==> src/rtl/xsimbus_rr_arbiter.sv <==
// xSimBus master-side round-robin arbiter: one owner at a time, hold timeout
// with per-master lock override, one turnaround cycle between owners.
//
// state     | meaning
// ----------+---------------------------------------------------------
// S_IDLE    | no owner, waiting for any request
// S_GRANT   | bus owned by r_master_id, hold counter running
// S_RELEASE | turnaround cycle, grant low, next winner picked on exit
module xsimbus_rr_arbiter #(
    parameter int NUM_MASTERS = 32,
    parameter int ID_W        = 5,
    parameter int MAX_HOLD    = 256,
    parameter int CNT_W       = 16
) (
    input  logic                   clk,
    input  logic                   rst,
    input  logic [NUM_MASTERS-1:0] req_in,
    input  logic [NUM_MASTERS-1:0] lock_in,
    output logic [NUM_MASTERS-1:0] grant_out,
    output logic [ID_W-1:0]        master_id_out,
    output logic                   busy_out,
    output logic                   timeout_out,
    output logic [ID_W-1:0]        timeout_id_out
);

    localparam logic [1:0] S_IDLE    = 2'd0;
    localparam logic [1:0] S_GRANT   = 2'd1;
    localparam logic [1:0] S_RELEASE = 2'd2;

    localparam logic             L_TO_EN   = (MAX_HOLD != 0);
    localparam logic [CNT_W-1:0] L_HOLD    = CNT_W'(MAX_HOLD);
    localparam logic [CNT_W-1:0] L_HOLD_M1 = (MAX_HOLD == 0) ? '0 : CNT_W'(MAX_HOLD - 1);
    localparam logic [ID_W-1:0]  L_LAST_RST = ID_W'(NUM_MASTERS - 1);
    localparam logic [ID_W:0]    L_NUM      = (ID_W + 1)'(NUM_MASTERS);

    logic [1:0]             r_state;
    logic [NUM_MASTERS-1:0] r_grant;
    logic [ID_W-1:0]        r_master_id;
    logic [ID_W-1:0]        r_last_id;
    logic [CNT_W-1:0]       r_cnt;
    logic                   r_timeout;
    logic [ID_W-1:0]        r_timeout_id;

    logic [ID_W:0]          w_scan;
    logic [ID_W-1:0]        w_winner;
    logic                   w_found;
    logic [NUM_MASTERS-1:0] w_onehot;
    logic                   w_owner_req;
    logic                   w_owner_lock;
    logic                   w_cnt_sat;
    logic                   w_timeout_hit;

    // Scan from farthest to nearest so the last hit is the first slot after r_last_id.
    always_comb begin
        w_scan   = '0;
        w_winner = '0;
        w_found  = 1'b0;
        for (int k = NUM_MASTERS; k >= 1; k--) begin
            w_scan = {1'b0, r_last_id} + (ID_W + 1)'(k);
            if (w_scan >= L_NUM) begin
                w_scan = w_scan - L_NUM;
            end
            if (req_in[w_scan]) begin
                w_found  = 1'b1;
                w_winner = w_scan[ID_W-1:0];
            end
        end
    end

    assign w_onehot      = NUM_MASTERS'(1) << w_winner;
    assign w_owner_req   = req_in[r_master_id];
    assign w_owner_lock  = lock_in[r_master_id];
    assign w_cnt_sat     = (r_cnt == L_HOLD);
    // >= rather than == so a lock released after saturation still revokes.
    assign w_timeout_hit = L_TO_EN && (r_cnt >= L_HOLD_M1) && !w_owner_lock;

    always_ff @(posedge clk or posedge rst) begin
        if (rst) begin
            r_state      <= S_IDLE;
            r_grant      <= '0;
            r_master_id  <= '0;
            r_last_id    <= L_LAST_RST;
            r_cnt        <= '0;
            r_timeout    <= 1'b0;
            r_timeout_id <= '0;
        end else begin
            r_timeout <= 1'b0;
            case (r_state)
                S_IDLE, S_RELEASE: begin
                    if (w_found) begin
                        r_state     <= S_GRANT;
                        r_grant     <= w_onehot;
                        r_master_id <= w_winner;
                        r_last_id   <= w_winner;
                        r_cnt       <= '0;
                    end else begin
                        r_state <= S_IDLE;
                    end
                end
                S_GRANT: begin
                    if (!w_owner_req) begin
                        r_state <= S_RELEASE;
                        r_grant <= '0;
                    end else if (w_timeout_hit) begin
                        r_state      <= S_RELEASE;
                        r_grant      <= '0;
                        r_timeout    <= 1'b1;
                        r_timeout_id <= r_master_id;
                    end else if (!w_cnt_sat) begin
                        r_cnt <= r_cnt + CNT_W'(1);
                    end
                end
                default: begin
                    r_state <= S_IDLE;
                    r_grant <= '0;
                end
            endcase
        end
    end

    assign grant_out      = r_grant;
    assign master_id_out  = r_master_id;
    assign busy_out       = (r_state == S_GRANT);
    assign timeout_out    = r_timeout;
    assign timeout_id_out = r_timeout_id;

endmodule

==> config.mk <==
export PLATFORM = sky130hd
export DESIGN_NAME = xsimbus_rr_arbiter
export DESIGN_NICKNAME = d
export VERILOG_FILES = /design/src/rtl/xsimbus_rr_arbiter.sv
export SDC_FILE = /design/constraint.sdc
export NUM_CORES = 1
export LEC_CHECK = 0
export CAP_MARGIN = 20
export CORE_MARGIN = 4
export CORE_UTILIZATION = 45
export CTS_CLUSTER_SIZE = 24
export DETAILED_ROUTE_END_ITERATION = 10
export GPL_TIMING_DRIVEN = 0
export PLACE_DENSITY = 0.72
export SLEW_MARGIN = 15
export SYNTH_ARGS = -nofsm -noshare
export SYNTH_HDL_FRONTEND = slang
export SYNTH_SLANG_ARGS = --single-unit
export TNS_END_PERCENT = 10
==> constraint.sdc <==
create_clock -name clk -period 15.04 [get_ports clk]
set_clock_uncertainty 0.05 [all_clocks]
set_input_delay 3.76 -clock clk [delete_from_list [all_inputs] [get_ports clk]]
set_output_delay 3.76 -clock clk [all_outputs]
set_load 0.02 [all_outputs]
==> flow_summary.ini, run 1 <==
[layout]
diodes = 0
utilization_pct = 54.7
area_growth_pct = 18.3
instances_no_fill = 1421
layout-drive-gt1-share_pct = 19.6
nets = 1220

[yosys]
syn_area_um2 = 9810
async_reset_ff_share_pct = 100
yosys_warnings = 0
postSynthAreaPerCell_um2 = 9.64
ys_seq_area_share_pct = 16.9
synth-edff-count = 0
ys.flop_type = dfrtp_1
synthDistinctLibCells = 90
syn_inst = 1018
syn-num-nets = 1097
synth-seq-cells = 66

[clock_tree]
cts.clk_slew.worst_paths_ps = 60
htreeDepth = 3
cts_resized = 0
cts_buffers = 9
cts_setup_buffers = 0
cts.sinks = 66
clk_latency_ps = 340
hold_buffers = 0
clk_path_buf_depth = 2
cts_tree = built
root_buffer = clkbuf_16

[setup_path]
path_delay_family = compound AO/OA/AOI/OAI gates
crit_type = in2reg
crit_fanout = 9
crit_arrival_ps = 8850
end_kind = flop
path_cells = clkdlybuf4s50_1 -> mux4_1 -> mux2i_1 -> mux2i_1 -> a211oi_4 -> nor2_1 -> a2111o_1 -> a2111oi_4 -> o41ai_1 -> o31ai_1 -> nand2_1 -> o31ai_1
start_kind = input pin
critPathMaxStageDelay_ps = 720
worst-path-buf-inv = 1
slowest_stage = mux4_1
crit_required_ps = 15220

[sta]
setup_viol = 0
hold_viol_final = 0
worst_slew_pin_slew_ps = 1190
rsz0062_at_grt = no
hold_ws_ps = 425
slew_headroom_pct = 20.4
drv_slew = 0
period_share_pct = 57.6
min_period_ps = 8670
timing.setup.tns_ps = 0
fmax_mhz = 115

[placement]
io_buffers = 109
dp_cells = 1404
dp_hpwl_um = 30900
gp_congestion = 1.10

[floorplan]
dieArea_um2 = 24200
start_util_pct = 46.2
die_x_um = 156
rows = 53
core_um2 = 21200
fp.dieH_um = 156
io_pins = 110

[grt]
use_met2_pct = 49.4
grt_usage_pct = 32.5
first_global_vias = 9869
met1_usage_pct = 45.0
overflow = 0
grtUsageMet3_pct = 7.10
antenna_found_initial = 0
grt_max_degree = 38
busiest_layer = met2
grt_pass1_wl_um = 60600

[routing]
drt_pass1_iterations = 6
wl_um = 39600
vias_per_cell = 7.06
vias = 10029
drt-wirelength-per-cell_um = 27.9
drc = 0
drt_iter0_markers = 1353
ant_nets = 0

[flow_run]
drv_cap = 0

[run_status]
status = finished, final reports clean

[hold_path]
hp-class = reg2reg
==> cell type report <==
cell class                      count  area (um^2)
Inverter                           23         88.8
Multi-Input combinational cell    860         7690
Timing Repair Buffer              112         1130
Tap cell                          275          344
Fill cell                        1937         9620
Sequential cell                    66         1660
Clock inverter                      7         93.8
Clock buffer                        9          225
Buffer                             69          375
==> synthesized netlist by cell type, types with 21 or more instances <==
master | number | area share [%]
nand2_1 | 138 | 5.3
mux4_2 | 101 | 23
mux2i_1 | 77 | 7.9
nor2_1 | 62 | 2.4
dfrtp_1 | 61 | 16
xnor2_1 | 38 | 3.4
o21ai_0 | 36 | 1.8
o31ai_1 | 32 | 2.4
mux2_2 | 27 | 3.1
a21oi_1 | 26 | 1.3
clkbuf_1 | 26 | 0.99
nand3_1 | 22 | 1.1
nor3_1 | 21 | 1.1
==> metal layers <==
layer / share of wire (%) / vias to the layer above / routed length, um
li1: - / 4285 / -
met4: 5.3 / 0 / 2090
met2: 44 / 736 / 17400
met5: 0 / - / 0
met1: 40 / 4856 / 15700
met3: 11 / 152 / 4410
==> flip-flops by register name, indices dropped and copies added (netlist names) <==
signal,count
r_cnt,16
r_state,2
grant_out,32
master_id_out,5
timeout_id_out,5
r_last_id,5
timeout_out,1
==> metrics by stage <==
stage               area, um^2  setup slack (ps)
floorplan                 9810              8000
detailed placement       11300              6180
global route             11600              6120
finish                   11600              6370
global placement         11200              6150
CTS                      11600              6520
==> layout by cell type, fill, tap and decap left out, types with 27 or more instances in the layout <==
master / n
clkdlybuf4s50_1: 109
dfrtp_1: 61
mux2_2: 27
mux2i_1: 77
mux4_2: 101
nand2_1: 138
nor2_1: 62
o21ai_0: 36
o31ai_1: 32
xnor2_1: 38
==> path summary, 6_finish.rpt <==
check | startpoint | endpoint | slack (ps) | cells past startpoint
max in group asynchronous | rst | r_last_id[4]$_DFFE_PP1P_ | 10610 | 3
worst max register to register | r_last_id[1]$_DFFE_PP1P_ | grant_out[13]$_DFFE_PP0P_ | 7230 | 16
worst min register to register | timeout_id_out[2]$_DFFE_PP0P_ | timeout_id_out[2]$_DFFE_PP0P_ | 430 | 2
worst max-delay path | req_in[20] | grant_out[13]$_DFFE_PP0P_ | 6370 | 12
worst min-delay path | timeout_id_out[2]$_DFFE_PP0P_ | timeout_id_out[2]$_DFFE_PP0P_ | 430 | 2
min in group asynchronous | rst | grant_out[9]$_DFFE_PP0P_ | 3750 | 2
==> logic make-up after synthesis <==
logic type | synth area share (%)
adder cells (fa/ha/maj) | 1.66
AND/OR/NAND/NOR | 15.8
XOR/XNOR | 4.25
AO/OA/AOI/OAI | 19.8
multiplexers | 36.9
buffers and inverters | 4.71
flip-flops | 16.9
==> worst register-to-register path, cell delays in order (launching register included) <==
cell       delay (ps)
dfstp_2           600
buf_4             210
buf_4             250
buf_1             530
clkinv_1          660
ha_1              590
buf_2             330
buf_2             390
mux4_2            520
mux4_2            600
mux2i_1           720
o211ai_1          270
a2111oi_4         410
o41ai_1           160
o31ai_1           640
nand2_1           430
o31ai_1           350
Power of run 1 is not shown: default switching activity piles up to over one toggle a cycle in this logic, so the estimate is an artifact.
==> run 2: changes to the inputs <==
Clock period 15.04 ns to 8.6 ns, I/O delays scaled along.
==> results of run 2 <==
Same layout as run 1 (identical final DEF). Status: finished, final reports clean.
Main changes from that run: setup slack after placement 6180 ps -> 1080 ps; setup slack after layout 6370 ps -> 793 ps; start point of the critical path req_in[20] -> r_last_id[1]$_DFFE_PP1P_; register-to-register setup slack 7230 ps -> 790 ps
Power of run 2 is left out for the same reason.
==> run 3: changes to the inputs <==
Settings changed: CELL_PAD_IN_SITES_DETAIL_PLACEMENT set to 1, CELL_PAD_IN_SITES_GLOBAL_PLACEMENT set to 2, CORE_UTILIZATION 45 to 37, PLACE_DENSITY 0.72 to unset, PLACE_DENSITY_LB_ADDON set to 0.1, SKIP_LAST_GASP set to 1.
==> flow_summary.ini, run 3 (same netlist as run 1, synthesis figures left out) <==
[clock_tree]
cts_resized = 0
root_buffer = clkbuf_16
hold_buffers = 0
clk_path_buf_depth = 2
cts_tree = built
cts_setup_buffers = 0
clk_latency_ps = 330
cts.clk_slew.worst_paths_ps = 50
cts.sinks = 66
cts_buffers = 9
htreeDepth = 3

[grt]
grt_usage_pct = 29.4
grt_pass1_wl_um = 64900
first_global_vias = 9971
overflow = 0
antenna_found_initial = 0
grt_max_degree = 50

[run_status]
status = finished, final reports clean

[layout]
instances_no_fill = 1479
layout_common_cells = nand2_1, clkdlybuf4s50_1, mux4_2
nets = 1218
largest_register_ffs = 32
final_area_um2 = 11700
diodes = 0
final_common_cell = nand2_1
area_growth_pct = 18.8
layout-drive-gt1-share_pct = 19.4

[routing]
drt_pass1_iterations = 6
ant_nets = 0
drt-wirelength-per-cell_um = 29.3
wl_um = 43300
vias_per_cell = 6.77
drt_iter0_markers = 1017
drc = 0
vias = 10012

[sta]
min_period_ps = 8220
fmax_mhz = 122
setup_viol = 0
layout_setup_ws_ps = 380
slew_headroom_pct = 18.1
timing.setup.tns_ps = 0
drv_slew = 0
hold_viol_final = 0
rsz0062_at_grt = no
worst_slew_pin_slew_ps = 1220
period_share_pct = 95.6

[flow_run]
drv_cap = 0

[setup_path]
start_kind = flop
crit_required_ps = 8780
crit_fanout = 12
end_kind = flop
crit_type = reg2reg
crit_arrival_ps = 8400

[placement]
io_buffers = 109
place_ws_ps = 609
gp_congestion = 0.953
dp_cells = 1463
dp_hpwl_um = 34100
placed_area_um2 = 11400

[floorplan]
core_um2 = 26100
io_pins = 110
fp.dieH_um = 171
dieArea_um2 = 29200
rows = 59
start_util_pct = 37.6
die_x_um = 171

[hold_path]
hp-class = reg2reg
run 3: cell types whose count changed in the layout (fill, tap and decap cells not counted), sizes merged:
cell / previous run / this run
clkinvlp: 2 / 0
clkinv: 4 / 3
bufinv: 2 / 1
buf: 44 / 43
clkbuf: 36 / 39
run 3: path summary, 6_finish.rpt:
path                                            from                         to  slack, ps  cells past startpoint
max                         r_last_id[1]$_DFFE_PP1P_   grant_out[9]$_DFFE_PP0P_        380                     18
min                        grant_out[22]$_DFFE_PP0P_  grant_out[22]$_DFFE_PP0P_        430                      2
max reg2reg                 r_last_id[1]$_DFFE_PP1P_   grant_out[9]$_DFFE_PP0P_        380                     18
min reg2reg                grant_out[22]$_DFFE_PP0P_  grant_out[22]$_DFFE_PP0P_        430                      2
max in group asynchronous                        rst   r_last_id[1]$_DFFE_PP1P_       5850                      3
min in group asynchronous                        rst       r_cnt[3]$_DFFE_PP0P_       2070                      2
run 3: final cells by class:
| cell class | count | area (um^2) |
|---|---|---|
| Fill cell | 2979 | 14400 |
| Multi-Input combinational cell | 860 | 7710 |
| Sequential cell | 66 | 1660 |
| Timing Repair Buffer | 110 | 1120 |
| Tap cell | 335 | 419 |
| Buffer | 69 | 375 |
| Clock buffer | 13 | 250 |
| Inverter | 23 | 88.8 |
| Clock inverter | 3 | 40.0 |
run 3: per-stage QoR:
stage / hold slack, ps / util, %
after CTS: 430 / 44.7
after global routing: 443 / 44.7
after floorplan: 460 / -
after detailed placement: 418 / 43.6
after global placement: 411 / 43.4
final: 427 / 44.7
run 3: per-layer routing:
layer / up-vias / share of wire [%] / GRT usage (%)
met1: 5070 / 42 / 42.3
met4: 0 / 3.4 / 8.92
met5: - / 0 / 0
met3: 84 / 10 / 5.82
li1: 4274 / - / -
met2: 584 / 44 / 45.1
run 3: worst max-delay path, cell delays in order (launching register included):
cell and delay [ps]:
dfstp_2 590, buf_4 210, buf_4 240, buf_1 650
clkinv_1 690, ha_1 540, buf_2 300, buf_2 420
mux4_2 450, mux2i_1 410, mux2i_1 300, mux2i_1 870
nand2_1 110, o21ai_1 260, a21o_1 160, a41oi_1 200
o31ai_1 810, nand2_1 470, o31ai_1 350
Power of run 3 is left out for the same reason.
